==> config.mk <==
export PLATFORM = sky130hd
export DESIGN_NAME = gesture_av_ctrl
export DESIGN_NICKNAME = d
export VERILOG_FILES = /design/src/rtl/gesture_av_pkg.sv /design/src/rtl/gesture_av_ctrl_button_debounce.sv /design/src/rtl/gesture_av_ctrl.sv
export SDC_FILE = /design/constraint.sdc
export NUM_CORES = 1
export LEC_CHECK = 0
export BUFFER_PORTS_ARGS = -buffer_cell sky130_fd_sc_hd__buf_2
export CAP_MARGIN = 20
export CORE_MARGIN = 2
export CORE_UTILIZATION = 50
export DETAILED_ROUTE_END_ITERATION = 10
export PLACE_DENSITY_LB_ADDON = 0.1
export SLEW_MARGIN = 20
export SYNTH_ARGS = -nofsm -noshare
export SYNTH_HDL_FRONTEND = slang
export SYNTH_HIERARCHICAL = 1
export SYNTH_SLANG_ARGS = --single-unit
==> constraint.sdc <==
create_clock -name Clock -period 3.46 [get_ports Clock]
set_clock_uncertainty 0.05 [all_clocks]
set_input_delay 0.519 -clock Clock [delete_from_list [all_inputs] [get_ports Clock]]
set_output_delay 0.519 -clock Clock [all_outputs]
set_load 0.03 [all_outputs]
==> src/rtl/gesture_av_pkg.sv <==
// Shared types and constants for the gesture AV command controller.
//   gesture_cmd_t : 3-bit command code used by both the gesture stream and
//                   the button path (6 and 7 are reserved).
//   grant_t       : identifies which requester was granted most recently.
//   VOL_MAX       : highest stored volume value.
//   FREQ_MAX      : highest frequency setting.
package gesture_av_pkg;

  typedef enum logic [2:0] {
    CMD_NONE        = 3'd0,
    CMD_VOL_UP      = 3'd1,
    CMD_VOL_DOWN    = 3'd2,
    CMD_FREQ_UP     = 3'd3,
    CMD_FREQ_DOWN   = 3'd4,
    CMD_MUTE_TOGGLE = 3'd5
  } gesture_cmd_t;

  typedef enum logic {
    BUTTON  = 1'b0,
    GESTURE = 1'b1
  } grant_t;

  localparam logic [2:0] VOL_MAX  = 3'd7;
  localparam logic [7:0] FREQ_MAX = 8'd255;

endpackage

==> src/rtl/gesture_av_ctrl_button_debounce.sv <==
// Push-button conditioner: 2-flop synchroniser, debounce counter and
// auto-repeat timer for one active-low button.
// Ports:
//   Clock, nReset : system clock, asynchronous active-low reset
//   nButton_i     : raw active-low button, asynchronous to Clock
//   pressed_o     : debounced level, 1 while the button is held
//   pulse_o       : one-cycle pulse on the press edge and on each repeat
module button_debounce #(
  parameter int DEBOUNCE_CYCLES = 50000,
  parameter int REPEAT_DELAY    = 25000000,
  parameter int REPEAT_PERIOD   = 5000000
) (
  input  logic Clock,
  input  logic nReset,
  input  logic nButton_i,
  output logic pressed_o,
  output logic pulse_o
);

  localparam int DW = (DEBOUNCE_CYCLES > 1) ? $clog2(DEBOUNCE_CYCLES) : 1;
  localparam int RMAX = (REPEAT_DELAY > REPEAT_PERIOD) ? REPEAT_DELAY : REPEAT_PERIOD;
  localparam int RW = (RMAX > 1) ? $clog2(RMAX) : 1;

  localparam logic [DW-1:0] DEB_LAST    = DW'(DEBOUNCE_CYCLES - 1);
  localparam logic [RW-1:0] DELAY_LOAD  = RW'(REPEAT_DELAY - 1);
  localparam logic [RW-1:0] PERIOD_LOAD = RW'(REPEAT_PERIOD - 1);

  logic          sync1_q, sync2_q;
  logic          level_q, level_d;
  logic [DW-1:0] cnt_q, cnt_d;
  logic [RW-1:0] rep_q, rep_d;
  logic          pulse_q, pulse_d;

  always_comb begin
    level_d = level_q;
    cnt_d   = cnt_q;
    rep_d   = rep_q;
    pulse_d = 1'b0;

    // The synchronised level must differ from the accepted level for
    // DEBOUNCE_CYCLES consecutive cycles before it is taken.
    if (sync2_q == level_q) begin
      cnt_d = '0;
    end else if (cnt_q == DEB_LAST) begin
      cnt_d   = '0;
      level_d = sync2_q;
    end else begin
      cnt_d = cnt_q + 1'b1;
    end

    // Repeat timer counts down from the press edge; a pulse fires when it
    // expires, after which it reloads with the repeat period.
    if (level_d && !level_q) begin
      pulse_d = 1'b1;
      rep_d   = DELAY_LOAD;
    end else if (level_d && level_q) begin
      if (rep_q == '0) begin
        pulse_d = 1'b1;
        rep_d   = PERIOD_LOAD;
      end else begin
        rep_d = rep_q - 1'b1;
      end
    end else begin
      rep_d = '0;
    end
  end

  always_ff @(posedge Clock or negedge nReset) begin
    if (!nReset) begin
      sync1_q <= 1'b0;
      sync2_q <= 1'b0;
      level_q <= 1'b0;
      cnt_q   <= '0;
      rep_q   <= '0;
      pulse_q <= 1'b0;
    end else begin
      sync1_q <= !nButton_i;
      sync2_q <= sync1_q;
      level_q <= level_d;
      cnt_q   <= cnt_d;
      rep_q   <= rep_d;
      pulse_q <= pulse_d;
    end
  end

  assign pressed_o = level_q;
  assign pulse_o   = pulse_q;

endmodule

==> src/rtl/gesture_av_ctrl.sv <==
// Central command controller for the gesture AV display path.
// Arbitrates round-robin between the button path (volume up/down with
// auto-repeat) and the gesture valid/ready stream, applies one command per
// cycle to the held volume/frequency/mute state.
// Ports:
//   Clock, nReset           : system clock, asynchronous active-low reset
//   nButtonUp, nButtonDown  : raw active-low volume buttons
//   gest_valid, gest_code   : gesture command stream (gesture_cmd_t codes)
//   gest_ready              : gesture accepted this cycle when valid
//   volume                  : effective volume, 0 while muted
//   frequency               : frequency setting for the segment display
//   muted                   : mute state
module gesture_av_ctrl
  import gesture_av_pkg::*;
#(
  parameter int DEBOUNCE_CYCLES = 50000,
  parameter int REPEAT_DELAY    = 25000000,
  parameter int REPEAT_PERIOD   = 5000000,
  parameter int FREQ_RESET      = 128,
  parameter int VOL_RESET       = 3
) (
  input  logic       Clock,
  input  logic       nReset,
  input  logic       nButtonUp,
  input  logic       nButtonDown,
  input  logic       gest_valid,
  input  logic [2:0] gest_code,
  output logic       gest_ready,
  output logic [2:0] volume,
  output logic [7:0] frequency,
  output logic       muted
);

  logic up_pulse, up_pressed;
  logic down_pulse, down_pressed;

  button_debounce #(
    .DEBOUNCE_CYCLES(DEBOUNCE_CYCLES),
    .REPEAT_DELAY   (REPEAT_DELAY),
    .REPEAT_PERIOD  (REPEAT_PERIOD)
  ) u_btn_up (
    .Clock    (Clock),
    .nReset   (nReset),
    .nButton_i(nButtonUp),
    .pressed_o(up_pressed),
    .pulse_o  (up_pulse)
  );

  button_debounce #(
    .DEBOUNCE_CYCLES(DEBOUNCE_CYCLES),
    .REPEAT_DELAY   (REPEAT_DELAY),
    .REPEAT_PERIOD  (REPEAT_PERIOD)
  ) u_btn_down (
    .Clock    (Clock),
    .nReset   (nReset),
    .nButton_i(nButtonDown),
    .pressed_o(down_pressed),
    .pulse_o  (down_pulse)
  );

  // Held state
  logic         ready_en_q;
  logic         btn_pending_q, btn_pending_d;
  gesture_cmd_t btn_cmd_q, btn_cmd_d;
  grant_t       last_grant_q, last_grant_d;
  logic [2:0]   vol_q, vol_d;
  logic [7:0]   freq_q, freq_d;
  logic         muted_q, muted_d;

  logic         new_btn_valid;
  gesture_cmd_t new_btn_cmd;
  logic         gest_fire, btn_grant;
  gesture_cmd_t apply_cmd;

  // Up wins over down; down presses and repeats are dropped while up is held.
  assign new_btn_valid = up_pulse || (down_pulse && down_pressed && !up_pressed);
  assign new_btn_cmd   = up_pulse ? CMD_VOL_UP : CMD_VOL_DOWN;

  // ready_en_q keeps gest_ready low while in reset and for the first edge
  // after release; ready never depends on gest_valid.
  assign gest_ready = ready_en_q && (!btn_pending_q || (last_grant_q == BUTTON));
  assign gest_fire  = gest_valid && gest_ready;
  assign btn_grant  = btn_pending_q && !gest_fire;

  // Arbitration and pending-button register
  always_comb begin
    btn_pending_d = btn_pending_q;
    btn_cmd_d     = btn_cmd_q;
    last_grant_d  = last_grant_q;
    apply_cmd     = CMD_NONE;

    if (gest_fire) begin
      apply_cmd    = gesture_cmd_t'(gest_code);
      last_grant_d = GESTURE;
    end else if (btn_grant) begin
      apply_cmd     = btn_cmd_q;
      last_grant_d  = BUTTON;
      btn_pending_d = 1'b0;
    end

    // A fresh button event always lands in the pending slot, replacing an
    // older one or following one granted this cycle.
    if (new_btn_valid) begin
      btn_pending_d = 1'b1;
      btn_cmd_d     = new_btn_cmd;
    end
  end

  // Apply stage
  always_comb begin
    vol_d   = vol_q;
    freq_d  = freq_q;
    muted_d = muted_q;
    case (apply_cmd)
      CMD_VOL_UP: begin
        muted_d = 1'b0;
        if (vol_q != VOL_MAX) vol_d = vol_q + 3'd1;
      end
      CMD_VOL_DOWN: begin
        if (vol_q != 3'd0) vol_d = vol_q - 3'd1;
      end
      CMD_FREQ_UP: begin
        if (freq_q != FREQ_MAX) freq_d = freq_q + 8'd1;
      end
      CMD_FREQ_DOWN: begin
        if (freq_q != 8'd0) freq_d = freq_q - 8'd1;
      end
      CMD_MUTE_TOGGLE: begin
        muted_d = !muted_q;
      end
      default: begin
      end
    endcase
  end

  always_ff @(posedge Clock or negedge nReset) begin
    if (!nReset) begin
      ready_en_q    <= 1'b0;
      btn_pending_q <= 1'b0;
      btn_cmd_q     <= CMD_NONE;
      last_grant_q  <= GESTURE;
      vol_q         <= 3'(VOL_RESET);
      freq_q        <= 8'(FREQ_RESET);
      muted_q       <= 1'b0;
    end else begin
      ready_en_q    <= 1'b1;
      btn_pending_q <= btn_pending_d;
      btn_cmd_q     <= btn_cmd_d;
      last_grant_q  <= last_grant_d;
      vol_q         <= vol_d;
      freq_q        <= freq_d;
      muted_q       <= muted_d;
    end
  end

  assign volume    = muted_q ? 3'd0 : vol_q;
  assign frequency = freq_q;
  assign muted     = muted_q;

endmodule

# ---- Yosys cells after proc, flatten, opt, wreduce, memory -nomap -nowiden
# Cells that the tools add are included.
dict set report totals {
  register_bits 108
  inputBits 8
  out_inout_bits 13
  word_cells 109
}
dict set report op_classes {
  addsub 8
  n_eq_ne 16
  n_mux 35
  bitwise 1
  reduce_logical 30
}
# operator count
set ops {}
lappend ops {{$mux W25} 6}
lappend ops {{$mux W16} 4}
lappend ops {{$logic_not A25 Y1} 2}
lappend ops {{$sub A25 B1 Y25 const B} 2}
lappend ops {{$add A16 B1 Y16 const B} 2}
lappend ops {{$eq A16 B16 Y1 const B} 2}
lappend ops {{$mux W8} 2}
lappend ops {{$pmux W8 S2} 1}
lappend ops {{$mux W3} 5}
lappend ops {{$mux W1} 14}
lappend ops {{$ne A2 B2 Y1 const B} 5}
lappend ops {{$reduce_bool A2 Y1} 5}
lappend ops {{$logic_and A1 B1 Y1} 9}
lappend ops {{$add A8 B1 Y8 const B} 1}
lappend ops {{$ne A8 B8 Y1 const B} 1}
lappend ops {{$reduce_bool A8 Y1} 1}
lappend ops {{$sub A8 B1 Y8 const B} 1}
lappend ops {{$logic_not A1 Y1} 7}
lappend ops {{$eq A3 B2 Y1 const B} 2}
lappend ops {{$eq A3 B3 Y1 const B} 2}
lappend ops {{$pmux W3 S2} 1}
lappend ops {{$reduce_and A3 Y1} 2}
lappend ops {{$add A3 B1 Y3 const B} 1}
lappend ops {{$eq A3 B1 Y1 const B} 1}
lappend ops {{other kinds (9)} 11}

# ---- Longest topological paths before layout
dict set report logic_depth {
  depth_word 11
  mapped_depth 11
  depth_no_buf 10
}

# ---- Hierarchy
# Netlist, hierarchy kept.
# module n_inst cells_per_inst area_each_um2 seq_area_each_um2
set modules_own_cells {}
lappend modules_own_cells {button_debounce 2 217 2170.8 1126.1}
lappend modules_own_cells {gesture_av_ctrl 1 134 1295.0 430.4}

# ---- Worst setup path after synthesis
# Ideal clock, no wire load.
dict set report synth_path {
  path_kind {register to register}
  from {register btn_pending_q}
  to {register freq_q[6] (netlist: frequency[6])}
  setup_ns 0.125
  t_arrival_ns 2.795
  t_required_ns 3.285
  slack_ns 0.490
  stages_incl_launch_ff 11
  path_buffers 0
  period_less_slack_ns 2.970
  cell_sequence {dfrtp_1 -> a21boi_2 -> nand3_1 -> nor3_4 -> inv_1 -> fa_1 -> nor2b_1 -> o21a_1 -> o21a_1 -> o311ai_0 -> mux2_4}
}
dict set report synth_via {
  elab_chain_cells 11
  word_cells_on_any_way 15
  cone_classes {4 x eq/ne; 3 x mux; 8 x reduce/logical}
}
# element line
set synth_rtl {}
lappend synth_rtl {{start, declared} gesture_av_ctrl.sv:63} ;# logic btn_pending_q, btn_pending_d;
lappend synth_rtl {{start signal, assigned} gesture_av_ctrl.sv:147} ;# btn_pending_q <= btn_pending_d;
lappend synth_rtl {{$logic_not A1 Y1 *} gesture_av_ctrl.sv:81} ;# assign gest_ready = ready_en_q && (!btn_pending_q || (last_grant_q == BUTTON));
lappend synth_rtl {{$logic_or A1 B1 Y1 *} gesture_av_ctrl.sv:81}
lappend synth_rtl {{$logic_and A1 B1 Y1 *} gesture_av_ctrl.sv:81}
lappend synth_rtl {{named net gest_ready} gesture_av_ctrl.sv:28} ;# output logic gest_ready,
lappend synth_rtl {{$logic_and A1 B1 Y1 *} gesture_av_ctrl.sv:82} ;# assign gest_fire = gest_valid && gest_ready;
lappend synth_rtl {{$logic_not A1 Y1} gesture_av_ctrl.sv:83} ;# assign btn_grant = btn_pending_q && !gest_fire;
lappend synth_rtl {{$logic_and A1 B1 Y1} gesture_av_ctrl.sv:83}
lappend synth_rtl {{$mux W3} gesture_av_ctrl.sv:95} ;# end else if (btn_grant) begin
lappend synth_rtl {{$mux W3 *} gesture_av_ctrl.sv:92} ;# if (gest_fire) begin
lappend synth_rtl {{$eq A3 B3 Y1 / $eq A3 B2 Y1 (equally long branches)} gesture_av_ctrl.sv:114} ;# case (apply_cmd)
lappend synth_rtl {{$ne A2 B2 Y1 (no line) / $reduce_bool A2 Y1 (equally long branches)} n/a}
lappend synth_rtl {{$reduce_and A3 Y1 (no line)} n/a}
lappend synth_rtl {{end signal, assigned} gesture_av_ctrl.sv:143} ;# freq_q <= 8'(FREQ_RESET);
lappend synth_rtl {{end signal, assigned} gesture_av_ctrl.sv:151} ;# freq_q <= freq_d;
lappend synth_rtl {{end, declared} gesture_av_ctrl.sv:67} ;# logic [7:0] freq_q, freq_d;
# The timed path passes the listed nets; every way through them passes the cells marked *.
# A chain may end at the register's enable or synchronous reset.

# ---- Final worst setup path
dict set report layout_path {
  from {register last_grant_q}
  to {register freq_q[6] (netlist: frequency[6])}
}
dict set report layout_via {
  elab_chain_cells 11
  word_cells_on_any_way 15
  cone_classes {4 x eq/ne; 3 x mux; 1 x bitwise; 7 x reduce/logical}
}
# element line
set layout_rtl {}
lappend layout_rtl {{start, declared} gesture_av_ctrl.sv:65} ;# grant_t last_grant_q, last_grant_d;
lappend layout_rtl {{start signal, assigned} gesture_av_ctrl.sv:149} ;# last_grant_q <= last_grant_d;
lappend layout_rtl {{$not A1 Y1 *} gesture_av_ctrl.sv:81}
lappend layout_rtl {{$logic_or A1 B1 Y1 *} gesture_av_ctrl.sv:81}
lappend layout_rtl {{$logic_and A1 B1 Y1 *} gesture_av_ctrl.sv:81}
lappend layout_rtl {{$logic_and A1 B1 Y1 *} gesture_av_ctrl.sv:82}
lappend layout_rtl {{$logic_not A1 Y1} gesture_av_ctrl.sv:83}
lappend layout_rtl {{$logic_and A1 B1 Y1} gesture_av_ctrl.sv:83}
lappend layout_rtl {{$mux W3} gesture_av_ctrl.sv:95}
lappend layout_rtl {{$mux W3 *} gesture_av_ctrl.sv:92}
lappend layout_rtl {{$eq A3 B3 Y1 / $eq A3 B2 Y1 (equally long branches)} gesture_av_ctrl.sv:114}
lappend layout_rtl {{$ne A2 B2 Y1 (no line) / $reduce_bool A2 Y1 (equally long branches)} n/a}
lappend layout_rtl {{$reduce_and A3 Y1 (no line)} n/a}
# Mark *: on every way between the ends. The rest lies on a longest branch, timed or not.

==> metrics.cfg <==
[status]
run_status=completed

[global_routing]
grt_overflow=0
grt_pass1_vias=4109
grt_usage_pct=19.8
grt_max_degree=55
grt_first_pass_wirelength_mm=19.0
grt_antenna_before_repair=0

[detailed_routing]
antenna_left=0
drt-pass1-iter-count=5
via_count=4200
wirelength_mm=10.9
detail_route.iter0.violations=256
viasPerCell=5.74
route.detailed.drc=0
wl_per_cell_microns=14.9

[sta]
tightestPinTransition_ps=709
setup_viol=0
slew_headroom_pct=52.3
rsz0062_at_grt=no
fin_setup_tns_ps=0
drv_slew=0
final.period_utilization_pct=87.7
setup_ws_ps=427
finalCriticalPeriod_ps=3030
max_freq_mhz=330
finalHoldViolCount=0
hold-worst-slack_ps=167

[setup_path]
crit_required_ps=3650
cp_common_cell=o21a_1
critPathBufInv=1
crit_family=compound AO/OA/AOI/OAI gates
slowest_stage=dfstp_2
start_kind=flip-flop
crit_chain=nand2_1, a32o_1, nor3_4, inv_1, fa_1, nor2b_1, o21a_1, o21a_1, o311ai_0, mux2_4
end_kind=flip-flop
slowest_delay_ps=560
worst_ep_arrival_time_ps=3220
worst-path-max-fanout=9
critPathKind=reg -> reg

[logic_synthesis]
synth_cells=568
avgSynthCellArea_sq_um=9.92
synth.distinct_cells=68
synth-seq-cells=107
synth_enable_flop_cells=0
ys_warn_count=6
syn-num-nets=588
synthArstFlopShare_pct=100
yosysSeqAreaShare_pct=47.6
netlist_area_sq_mm=0.00564
ys.flop_type=dfrtp_1

[power_and_ir_drop]
powerDensity_mw_per_mm2=507
p_total_mw=3.13
vdd_drop_max_mv=0.375
p_leak_nw=2.97

[placement]
gp_congestion=0.866
dp_slack_ps=244
io_buffers=20
dpl.hpwl_mm=7.48

[cells_and_area]
num_antenna_cells=0
final_util_pct=56.5
fillers=963
seq_area_sq_mm=0.00268
final_layout_size_suffix_gt1_share_pct=12.8
multi_input_area_sq_mm=0.00280
finalNetCount=607
synthToLayoutAreaGrowth_pct=9.54

[clock_network]
htree_levels=3
holdBufCountCts=0
clock_path_buffers=2
cts_root_buf=clkbuf_16
cts_buffers=9
cts_tree=built
cts_resized=0
clkSlewWorstSetupHoldPaths_ps=70
post_cts_buffers=0
worstSkewPairLatency_ps=350
clock-sinks=107

[run]
cap_viol_max_count=0

[min_path]
hold_class=in -> async

[floorplanning]
rows=38
io_pins=21
coreArea_sq_mm=0.0109
start_util_pct=51.5
die-height_microns=110
dieArea_sq_mm=0.0121
die_x_microns=110

synthesized netlist by cell type, types with 12 or more instances:
master / instances / area [sq um]
inv_1: 21 / 78.8
nand2_1: 31 / 116
nor3_1: 21 / 105
or3_1: 14 / 87.6
a21oi_1: 27 / 135
xor2_1: 13 / 114
xnor2_1: 50 / 438
nor4_1: 12 / 75.1
dfrtp_1: 103 / 2580
o21ai_0: 19 / 95.1
clkbuf_1: 13 / 48.8
nand3_1: 18 / 90.1
nor2_1: 72 / 270
report_power, final:
part           switching [mW]  internal [mW]
Combinational           0.389          0.270
Clock                   0.447          0.578
Sequential              0.111           1.34
Total                   0.946           2.19
layout make-up:
type	count	area share [%]
clock buffers	11	3.93
repair buffers	26	2.39
inverters	21	1.28
clock inverters	5	0.851
multi-input cells	422	45.3
flip-flops and latches	107	43.4
well taps	140	2.84
through the flow:
step	cell area (sq um)	cells
2_1_floorplan	5640	568
3_3_place_gp	5880	716
3_5_place_dp	5880	716
4_1_cts	6170	732
5_1_grt	6170	732
6_report	6170	732
placed cells by master, fill, tap and decap left out, types with 5 or more instances in the layout:
master,instances
buf_4,7
nor4_1,12
nand2_1,31
nor3_1,21
nand3_1,18
nor2_1,72
clkbuf_16,9
buf_2,19
o21a_1,5
or2_2,8
o21ai_0,19
xnor2_1,50
dfrtp_1,103
or3_1,14
mux2_4,5
ha_1,10
and3_1,9
nand4_1,11
a21oi_1,27
inv_1,21
and2_1,7
a31oi_1,7
xor2_1,13
flip-flops by register name, summed over array words and instances (netlist names), 2 cells and up:
signal / flops
vol_q: 3
u_btn_up/rep_q: 25
frequency: 8
u_btn_up/cnt_q: 16
u_btn_down/rep_q: 25
u_btn_down/cnt_q: 16
btn_cmd_q: 2
metal layers:
layer,vias to the layer above,part of all wire (%),global-route usage (%)
met5,-,0,0
met4,0,1.2,5.27
met3,10,3.9,5.29
met2,73,47,32.0
met1,2064,48,26.4
li1,2053,-,-
kinds of logic (layout without fill, tap and decap cells):
logic type,after synthesis,count (layout),share of synthesized area (%)
xor+xnor,63,63,9.79
compound gates,101,101,12.5
other cells,1,1,0.0665
mux,6,6,1.51
buf+inv,39,63,2.82
fa+ha+maj,12,12,2.93
flops,107,107,47.6
simple gates,239,239,22.8
worst register-to-register path, delay by kind of cell (launching register included):
family,cells,cell delay (ps)
adder cells (fa/ha/maj),1,420
AO/OA/AOI/OAI,4,840
buffers and inverters,1,110
AND/OR/NAND/NOR,3,650
multiplexers,1,280
flip-flops,1,560
worst paths after layout:
path,start,endpoint,slack (ps),cells after the start
setup / recovery,last_grant_q$_DFFE_PN1P_,frequency[6]$_DFFE_PN0P_,430,10
hold / removal,nReset,frequency[1]$_DFFE_PN0P_,170,1
setup reg to reg,last_grant_q$_DFFE_PN1P_,frequency[6]$_DFFE_PN0P_,430,10
hold reg to reg,u_btn_up/sync1_q$_DFF_PN0_,u_btn_up/sync2_q$_DFF_PN0_,300,0
max in group asynchronous,nReset,last_grant_q$_DFFE_PN1P_,2420,2
min in group Clock,nButtonDown,u_btn_down/sync1_q$_DFF_PN0_,250,2
(Power assumes the default switching activity.)
